<file path="src/rtl/uart_tx_arbiter.sv">
// uart_tx_arbiter
//   Two-requester, packet-granular round-robin arbiter that feeds a single
//   UART TX FIFO. Once a requester is granted, it owns the FIFO until it
//   pushes a byte flagged last, or until it idles mid-packet for
//   TIMEOUT_CYC cycles. The other requester cannot take over before then.
//
// Parameters
//   TIMEOUT_CYC  idle cycles allowed mid-packet before forced release (1..65535)
//
// Ports
//   clk                 system clock, rising edge
//   reset               asynchronous, active-high reset
//   s0_/s1_data[7:0]    requester byte
//   s0_/s1_valid        requester byte available
//   s0_/s1_last         current byte ends the packet
//   s0_/s1_ready        byte accepted this cycle
//   tx_data[7:0]        byte to the FIFO push_data
//   push                FIFO push strobe
//   tx_fifo_full        FIFO full flag
//   grant[1:0]          registered one-hot owner (bit0=s0, bit1=s1), 00 when idle
//   busy                high while a packet owns the FIFO
//   timeout_err         one-cycle pulse on forced release
module uart_tx_arbiter #(
  parameter int unsigned TIMEOUT_CYC = 1000
) (
  input  logic       clk,
  input  logic       reset,
  input  logic [7:0] s0_data,
  input  logic       s0_valid,
  input  logic       s0_last,
  output logic       s0_ready,
  input  logic [7:0] s1_data,
  input  logic       s1_valid,
  input  logic       s1_last,
  output logic       s1_ready,
  output logic [7:0] tx_data,
  output logic       push,
  input  logic       tx_fifo_full,
  output logic [1:0] grant,
  output logic       busy,
  output logic       timeout_err
);

  // The idle counter counts 0..TIMEOUT_CYC-1; release fires on the idle
  // cycle that finds it at the top value, i.e. the TIMEOUT_CYC-th idle cycle.
  localparam logic [15:0] IDLE_LIMIT = 16'(TIMEOUT_CYC - 1);

  typedef enum logic {
    IDLE = 1'b0,
    BUSY = 1'b1
  } state_t;

  state_t      state_reg, state_next;
  logic [1:0]  grant_reg, grant_next;
  logic        last_s1_reg, last_s1_next;   // 1: s1 was granted most recently
  logic [15:0] idle_cnt_reg, idle_cnt_next;
  logic        timeout_err_reg, timeout_err_next;

  logic [1:0]  req_valid;
  logic [1:0]  req_last;
  logic [1:0]  req_ready;
  logic [7:0]  req_data    [2];
  logic [7:0]  data_masked [2];

  logic        in_busy;
  logic        sel_valid;
  logic        sel_last;
  logic [7:0]  sel_data;
  logic        push_int;
  logic        idle_tick;

  assign req_valid   = {s1_valid, s0_valid};
  assign req_last    = {s1_last, s0_last};
  assign req_data[0] = s0_data;
  assign req_data[1] = s1_data;

  // grant_reg is one-hot or zero, so masking and OR-ing forms the data mux.
  genvar gi;
  generate
    for (gi = 0; gi < 2; gi++) begin : g_req
      assign data_masked[gi] = req_data[gi] & {8{grant_reg[gi]}};
      assign req_ready[gi]   = grant_reg[gi] & push_int;
    end
  endgenerate

  assign in_busy   = (state_reg == BUSY);
  assign sel_valid = |(req_valid & grant_reg);
  assign sel_last  = |(req_last & grant_reg);
  assign sel_data  = data_masked[0] | data_masked[1];

  assign push_int  = in_busy & sel_valid & ~tx_fifo_full;
  // A full FIFO is back-pressure, not requester idleness, so it freezes the count.
  assign idle_tick = in_busy & ~sel_valid & ~tx_fifo_full;

  assign push        = push_int;
  assign s0_ready    = req_ready[0];
  assign s1_ready    = req_ready[1];
  assign tx_data     = in_busy ? sel_data : 8'h00;
  assign grant       = grant_reg;
  assign busy        = in_busy;
  assign timeout_err = timeout_err_reg;

  always_ff @(posedge clk or posedge reset) begin
    if (reset) begin
      state_reg       <= IDLE;
      grant_reg       <= 2'b00;
      last_s1_reg     <= 1'b1;
      idle_cnt_reg    <= 16'd0;
      timeout_err_reg <= 1'b0;
    end else begin
      state_reg       <= state_next;
      grant_reg       <= grant_next;
      last_s1_reg     <= last_s1_next;
      idle_cnt_reg    <= idle_cnt_next;
      timeout_err_reg <= timeout_err_next;
    end
  end

  always_comb begin
    state_next       = state_reg;
    grant_next       = grant_reg;
    last_s1_next     = last_s1_reg;
    idle_cnt_next    = idle_cnt_reg;
    timeout_err_next = 1'b0;

    case (state_reg)
      IDLE: begin
        idle_cnt_next = 16'd0;
        if (|req_valid) begin
          state_next = BUSY;
          if (&req_valid) begin
            // Contention: favour whoever was not served last.
            grant_next = last_s1_reg ? 2'b01 : 2'b10;
          end else begin
            grant_next = req_valid;
          end
        end
      end

      BUSY: begin
        if (push_int) begin
          idle_cnt_next = 16'd0;
          if (sel_last) begin
            state_next   = IDLE;
            grant_next   = 2'b00;
            last_s1_next = grant_reg[1];
          end
        end else if (idle_tick) begin
          if (idle_cnt_reg == IDLE_LIMIT) begin
            state_next       = IDLE;
            grant_next       = 2'b00;
            last_s1_next     = grant_reg[1];
            idle_cnt_next    = 16'd0;
            timeout_err_next = 1'b1;
          end else begin
            idle_cnt_next = idle_cnt_reg + 16'd1;
          end
        end
      end

      default: begin
        state_next = IDLE;
        grant_next = 2'b00;
      end
    endcase
  end

endmodule

</file>
<file path="config.mk">
export PLATFORM = sky130hd
export DESIGN_NAME = uart_tx_arbiter
export DESIGN_NICKNAME = d
export VERILOG_FILES = /design/src/rtl/uart_tx_arbiter.sv
export SDC_FILE = /design/constraint.sdc
export NUM_CORES = 1
export LEC_CHECK = 0
export BUFFER_PORTS_ARGS = -buffer_cell sky130_fd_sc_hd__clkbuf_2
export CAP_MARGIN = 25
export CORE_UTILIZATION = 24
export DETAILED_ROUTE_END_ITERATION = 6
export GPL_ROUTABILITY_DRIVEN = 0
export PLACE_DENSITY = 0.39
export SETUP_SLACK_MARGIN = 0.02
export SYNTH_ARGS = -nofsm -noshare
export SYNTH_HDL_FRONTEND = slang
export SYNTH_SLANG_ARGS = --single-unit
export TNS_END_PERCENT = 100
</file>
<file path="constraint.sdc">
create_clock -name clk -period 2.3 [get_ports clk]
set_input_delay 0 -clock clk [delete_from_list [all_inputs] [get_ports clk]]
set_output_delay 0 -clock clk [all_outputs]
set_load 0.005 [all_outputs]
</file>
; ---- Yosys cells after proc, flatten, opt, wreduce, memory -nomap -nowiden
; Index checks and enable logic that the tools add are counted.
; W data, S select, Z words.
[word_totals]
regBits = 21
latch_bits = 0
mem_bits_rw = 0
rom_bits = 0
in_bits = 23
output_inout_bits = 15
word_cells = 61
n_memories = 0
[classes]
addsub = 1
n_mul = 0
div_mod_pow = 0
magnitude_cmp = 0
eq_ne = 6
n_shift = 0
muxes = 27
bitwise = 14
n_reduce_logical = 8
[op_table]
columns = operator, n
row1 = $mux W16, 3
row2 = $pmux W16 S2, 1
row3 = $add A16 B1 Y16 const B, 1
row4 = $and A8 B8 Y8, 2
row5 = $eq A16 B10 Y1 const B, 1
row6 = $mux W2, 7
row7 = $mux W1, 13
row8 = $mux W8, 1
row9 = $or A8 B8 Y8, 1
row10 = $reduce_and A4 Y1, 2
row11 = $and A1 B1 Y1, 6
row12 = $ne A3 B1 Y1 const B, 2
row13 = $reduce_or A2 Y1, 3
row14 = $and A2 B2 Y2, 2
row15 = $ne A2 B2 Y1 const B, 2
row16 = $pmux W2 S2, 1
row17 = $reduce_bool A2 Y1, 2
row18 = $ne A3 B3 Y1 const B, 1
row19 = $not A1 Y1, 3
row20 = $pmux W1 S2, 1
row21 = $reduce_and A2 Y1, 1

; ---- Depth between registers and ports, before layout
; Gate-level depths: netlist of the first run.
[depth]
word_depth = 8
depth_mapped = 7
depth_no_buf = 6

; ---- Worst setup path before layout of the first run
; OpenSTA, ideal clock, no wires.
[synth_path]
path_type = register -> register
startpoint = reg idle_cnt_reg[0]
endpoint = reg grant_reg[1], in the netlist grant[1]
setup_time_ns = 0.122
t_arrival_ns = 2.001
required_time_ns = 2.178
setup_slack_ns = 0.177
path_stages_with_launch = 8
n_path_buf = 1
synth_period_minus_slack_ns = 2.123
path_cell_list = dfrtp_1 -> ha_1 -> and4_4 -> nand4_2 -> and2_4 -> buf_6 -> or4_4 -> a32o_1
[synth_via]
elab_chain_len = 3
[synth_rtl]
columns = element, line_no
row1 = "start, declared", 56  ; logic [15:0] idle_cnt_reg, idle_cnt_next;
row2 = "start signal, assigned", 114  ; idle_cnt_reg <= idle_cnt_next;
row3 = $eq A16 B10 Y1, 149  ; if (idle_cnt_reg == IDLE_LIMIT) begin
row4 = $ne A3 B1 Y1 (no line), n/a
row5 = $reduce_and A4 Y1 (no line), n/a
row6 = "end signal, assigned", 112  ; grant_reg <= grant_next;
row7 = "end, declared", 54  ; logic [1:0] grant_reg, grant_next;
; Every way passes these cells.
; A chain may end at the register's enable or synchronous reset.

; ---- Final worst setup path of the first run
; Ends and elaborated chain as after synthesis.

==> results of run 1 <==
layer usage:
metal / wire length [microns] / share of wire, % / global-route usage [%]
met5: 0 / 0 / 0
met4: 47 / 1.2 / 6.04
met3: 183 / 4.6 / 1.55
met2: 1900 / 48 / 23.8
met1: 1860 / 47 / 18.3
logic make-up after synthesis:
| kind of cell | after synthesis | synth area share [%] |
|---|---|---|
| AND/OR/NAND/NOR | 82 | 32.2 |
| XOR/XNOR | 3 | 1.94 |
| adder cells (fa/ha/maj) | 1 | 0.925 |
| flip-flops | 21 | 38.9 |
| buffers and inverters | 12 | 3.89 |
| AO/OA/AOI/OAI | 40 | 21.3 |
| multiplexers | 1 | 0.833 |
power groups by stage:
stage	logic [mW]	clock network (mW)	registers [mW]
floorplan	0.452	0	0.556
CTS	0.707	0.265	0.586
global placement	0.701	0	0.595
global route	0.794	0.275	0.605
detailed placement	0.701	0	0.592
finish	0.701	0.258	0.586
how the worst max path moves through the flow:
stage	end	from	cells after the start
4_1_cts	grant[1]	idle_cnt_reg[0]	6
3_5_place_dp	grant[1]	idle_cnt_reg[0]	6
5_1_grt	grant[1]	idle_cnt_reg[0]	6
2_1_floorplan	grant[1]	idle_cnt_reg[0]	7
3_3_place_gp	grant[1]	idle_cnt_reg[0]	6
6_report	grant[1]	idle_cnt_reg[0]	6
layout make-up:
cell class,count,area [sq um]
Timing Repair Buffer,50,285
Multi-Input combinational cell,127,773
Fill cell,575,3540
Clock buffer,4,45.0
Tap cell,70,87.6
Inverter,4,15.0
Sequential cell,21,527
stage by stage:
step | setup slack, ns | hold slack (ns) | power, mW
finish | 0.196 | 0.0859 | 1.55
global route | 0.0850 | 0.121 | 1.67
CTS | 0.201 | 0.0866 | 1.56
detailed placement | 0.221 | 0.206 | 1.29
global placement | 0.243 | 0.193 | 1.30
floorplan | 0.177 | -0.0242 | 1.01
cell usage in the layout (no fill, tap or decap), types with 2 or more instances in the layout:
cell type	count
clkbuf_2	37
nand2_1	23
dfrtp_1	20
nor2_1	18
nand3_1	13
buf_4	12
a22oi_1	8
o21ai_0	7
a31oi_1	5
a21oi_1	5
nor3_1	4
and2_1	4
inv_1	3
or4_1	3
clkbuf_8	3
nor4_2	2
a21boi_0	2
o21a_1	2
nor4_1	2
o211ai_1	2
o32a_1	2
or3_1	2
xnor2_1	2
worst min-delay path, delay by kind of cell:
family / cells / cell delay [ns]
AND/OR/NAND/NOR: 2 / 0.18
buffers and inverters: 1 / 0.14
==> results.md, run 1 <==
- Synth Cell Area: 1350 sq um
- Via count: between 1,000 and 1,500
- Ys async rst share: 100%
- Top cells by count, synth: nand2_1 (23), dfrtp_1 (20), nor2_1 (18), nand3_1 (13), a22oi_1 (8)
- Largest net degree at the start of global routing: 22
- Max Root-Sink Buffers: 2
- # rows: 26
- Maximum vdd drop: about 0.00044 V
- Syn Nets: ~180
- Most frequent cell after synthesis: nand2_1
- Vias per inst: around 5.2
- Post-Layout Inst Area: approximately 1700 sq um
- CP cell instances: ha_1 > and4_4 > nand4_2 > and2_4 > or4_4 > a32o_1
- Clock sinks: 21
- Clk_skew: around 0.0056 ns
- Worst hold path endpoint: busy
- DP Area: roughly 1700 sq um
- Area grow syn2layout: 28.1%
- Status: complete, no violations
- Yosys reg bits: 21
- Largest register FFs: 16
- Worst Reg2Reg Path Length in Cells: 6
- FF-to-FF setup slack: slightly below 0.2 ns
- Setup CP Type: reg2reg
- Die Area: between 5000 and 6000 sq um
- CP Launch Type: register
- Worst r2r src: idle_cnt_reg[0]
- Relative slew margins: 43.6%
- Clk root buf: clkbuf_8
- Initial DRC Count: 62
- Core ar.: about 5300 sq um
- CTS tree: done
- Total grt overflow: 0
- Min-delay src: s1_valid
- Reg power frac: roughly 38%
- Worst Path Arrival: 2.27 ns
- Comb pwr share: between 40 and 50%
- F_max: ~480 MHz
- Final Hold Viols: 0
- Internal power: 0.909 mW
- Crit path time final: approximately 2.1 ns
- Proportion of layout cells with a drive suffix above 1: between 30% and 40%
- Slew @ Worst Pin: approximately 0.85 ns
- Leak pwr: between 0.7 and 0.8 nW
- Final Util: between 30% and 40%
- Synth top area cells: dfrtp_1 (37%), nand2_1 (6.4%), nor2_1 (5.0%)
- Die height: 77.1 microns
- Hpwl dp: approximately 3.0 mm
- TritonRoute pass-1 iters: 4
- Worst path slowest cell: or4_4
- Placed cell count: approximately 270
- Crit end category: register
- Syn Inst Count: 160
- Port Buffer Count: 37
- Hold Path Stages: 3
- Endpoints failing setup: 0
- Required time at the worst-slack endpoint: 2.46 ns
- Horiz. Die Dim: 77.1 microns
- Postcts setup bufs: 0
- Worst-skew pair later-pin latency: approximately 0.27 ns
- H-Tree Depth: 1
- Max_cap viols: 0
- Ys flop type: dfrtp_1
- Initial antenna violation count: 0
- # IOs: 38
- Post-CTS resize count: 0
- Hold_buf cts: 1
- Worst-path clk slew: ~0.090 ns
- DR DRC count: 0
- Initial Utilization: roughly 26%
- Post-Route WL: about 4.0 mm
- Number of buffers created by CTS: 3
- Clock Power Share: 16.7%
- Final ANT Viol Nets: 0
- Synth area leader: dfrtp_1
- Average size of a mapped cell: between 8 and 9 sq um
- Number of global-route vias before repair: roughly 1,400
- Fin Setup TNS: 0 ns
- Yosys warnings: 0
- Hold Crit Class: in2reg
- R2R Path End: grant[1]
- Layout Cells excl Fill: ~280
- GRT Resource Usage Total: between 10% and 20%
- Post-synthesis sequential area ratio: 38.9%
- First-pass GRT wire length: about 6.6 mm
- CP peak stage delay: between 0.5 and 0.6 ns
- NetSw: 0.636 mW
- Worst path top cell family by delay: simple AND/OR/NAND/NOR gates
- EDFF count, synth: 0
- ANT cells: 0
- Period utilization: around 90%
- Unrepaired setup endpoints after global routing: no
- Share of the synthesized area in the top cell type: 37.0%
- Power Density: between 800 and 900 nW/um^2
- Nets@finish: 231
- Buf/Inv on CP: 0
- Synth cell types: 45
- Crit Path Max Fanout: 8
- Switch share: about two fifths
- WL/cell: 14.5 microns
- Slew Limit Fails: 0
No activity file was read; power rests on OpenSTA's default activity.
==> run 2, diff against run 1 <==
--- a/config.mk
+++ b/config.mk
@@ -7,10 +7,10 @@
 export LEC_CHECK = 0
 export BUFFER_PORTS_ARGS = -buffer_cell sky130_fd_sc_hd__clkbuf_2
 export CAP_MARGIN = 25
-export CORE_UTILIZATION = 24
+export CORE_UTILIZATION = 51
 export DETAILED_ROUTE_END_ITERATION = 6
 export GPL_ROUTABILITY_DRIVEN = 0
-export PLACE_DENSITY = 0.39
+export PLACE_DENSITY = 0.74
 export SETUP_SLACK_MARGIN = 0.02
 export SYNTH_ARGS = -nofsm -noshare
 export SYNTH_HDL_FRONTEND = slang
==> results.md, run 2 (synthesis results as in run 1) <==
- Number of global-route vias before repair: 1,342
- R2R Path End: grant[1]
- Post-Route WL: 3.61 mm
- Worst-skew pair later-pin latency: ~0.32 ns
- Area grow syn2layout: 21.7%
- Worst Path Arrival: 2.44 ns
- # rows: 18
- Via count: ~1,500
- Crit path time final: around 2.2 ns
- Final ANT Viol Nets: 0
- F_max: between 400 and 500 MHz
- Final Power: between 1 and 1.5 mW
- Nets@finish: around 230
- Initial DRC Count: 84
- Slew Limit Fails: 0
- Worst-path clk slew: around 0.12 ns
- Met2 Use GR: about half
- CP cell instances: ha_1 > and4_4 > nand4_2 > and2_4 > or4_4 > a32o_1
- Setup CP Type: reg2reg
- Initial antenna violation count: 0
- Met3 usage: 6.61%
- Busiest grt layer: met2
- Worst path slowest cell: or4_4
- Die height: 53.5 microns
- CP peak stage delay: about 0.52 ns
- DR DRC count: 0
- TritonRoute pass-1 iters: 4
- FF-to-FF setup slack: approximately 0.075 ns
- Setup ws final: between 0.07 and 0.08 ns
- DP Area: around 1600 sq um
- Vias per inst: 6.31
- Final Util: between 60 and 70%
- Unrepaired setup endpoints after global routing: yes
- GRT Resource Usage Total: 29.4%
- Post-Layout Inst Area: between 1500 and 2000 sq um
- Period utilization: a little under 100%
- Final Hold Viols: 0
- Met1 usage: about a third
- Horiz. Die Dim: roughly 54 microns
- Required time at the worst-slack endpoint: approximately 2.5 ns
- Total grt overflow: 0
- Buf/Inv on CP: 0
- Max Root-Sink Buffers: 2
- Port Buffer Count: 37
- Power Density: a little over 900 nW/um^2
- Worst r2r src: idle_cnt_reg[0]
- Max_cap viols: 0
- Hold Path Stages: 3
- Proportion of layout cells with a drive suffix above 1: 30.0%
- Clk_skew: around 0.0034 ns
- Largest net degree at the start of global routing: 22
- Postcts setup bufs: 0
- Most common cell after layout, fill and taps aside: clkbuf_2
- First-pass GRT wire length: between 5 and 6 mm
- # IOs: 38
- Initial Utilization: between 50 and 60%
- Crit Path Max Fanout: 8
- Maximum vdd drop: between 0.0006 and 0.0007 V
- ANT cells: 0
- H-Tree Depth: 1
- Worst path top cell family by delay: simple AND/OR/NAND/NOR gates
- Hold Crit Class: in2reg
- Clock sinks: 21
- Core ar.: 2500 sq um
- Commonest non-fill, non-tap cells in the layout: clkbuf_2 (37), nand2_1 (23), dfrtp_1 (20), nor2_1 (18), nand3_1 (12)
- Dpl ws: -0.00235 ns
- CP Launch Type: register
- Worst Reg2Reg Path Length in Cells: 6
- CTS tree: done
- Relative slew margins: 44.8%
- Endpoints failing setup: 0
- Number of buffers created by CTS: 3
- Hpwl dp: roughly 2.6 mm
- WL/cell: 15.5 microns
- Clk root buf: clkbuf_4
- Leak pwr: about 0.74 nW
- Largest register FFs: 16
- Slew @ Worst Pin: about 0.83 ns
- Crit end category: register
- Hold_ws: 0.0343 ns
- Die Area: 2860 sq um
- Status: complete, no violations
- Min-delay src: s1_valid
- Worst hold path endpoint: busy
-- run 2: cell count changes in the layout (fill, tap and decap cells not counted), sizes merged --
| cell | change |
|---|---|
| buf | -3 |
-- run 2: worst min-delay path, cell delays in order --
cell	delay [ns]
clkbuf_2	0.14
nor3_1	0.08
nor2_1	0.10
-- run 2: where the power goes --
part / total [mW] / internal (mW) / switching (mW)
clock network: 0.190 / 0.0679 / 0.122
registers: 0.554 / 0.463 / 0.0911
logic: 0.746 / 0.333 / 0.412
-- run 2: worst max-delay path by stage --
stage / from / to / slack, ns / cells after the start
floorplan: idle_cnt_reg[0] / grant[1] / 0.18 / 7
global placement: idle_cnt_reg[0] / idle_cnt_reg[14] / 0.1 / 6
detailed placement: idle_cnt_reg[0] / idle_cnt_reg[14] / -0.002 / 6
CTS: idle_cnt_reg[0] / grant[1] / 0.1 / 6
global route: idle_cnt_reg[0] / idle_cnt_reg[14] / 0.02 / 6
finish: idle_cnt_reg[0] / grant[1] / 0.07 / 6
-- run 2: layout make-up --
type / count / area, sq um
multi-input cells: 127 / 778
clock buffers: 4 / 26.3
well taps: 30 / 37.5
flip-flops and latches: 21 / 527
fillers: 231 / 853
repair buffers: 47 / 263
inverters: 4 / 15.0
-- run 2: repair_timing --
item | in CTS | in global routing
endpoints found under the hold margin | 20 | 0
gates resized for setup | 1 | 0
endpoints found under the setup margin | 1 | 1
hold buffers | 1 | 0
-- run 2: per-stage QoR --
step / instances / setup TNS [ns]
floorplan: 160 / 0
finish: 233 / 0
global placement: 228 / 0
global route: 233 / 0
CTS: 233 / 0
detailed placement: 228 / -0.00235
-- run 2: metal layers --
| layer | up-vias | share of wire [%] | wire [microns] |
|---|---|---|---|
| met1 | 685 | 40 | 1450 |
| met5 | - | 0 | 0 |
| met2 | 95 | 50 | 1800 |
| li1 | 682 | - | - |
| met4 | 0 | 1.3 | 47 |
| met3 | 8 | 8.8 | 316 |
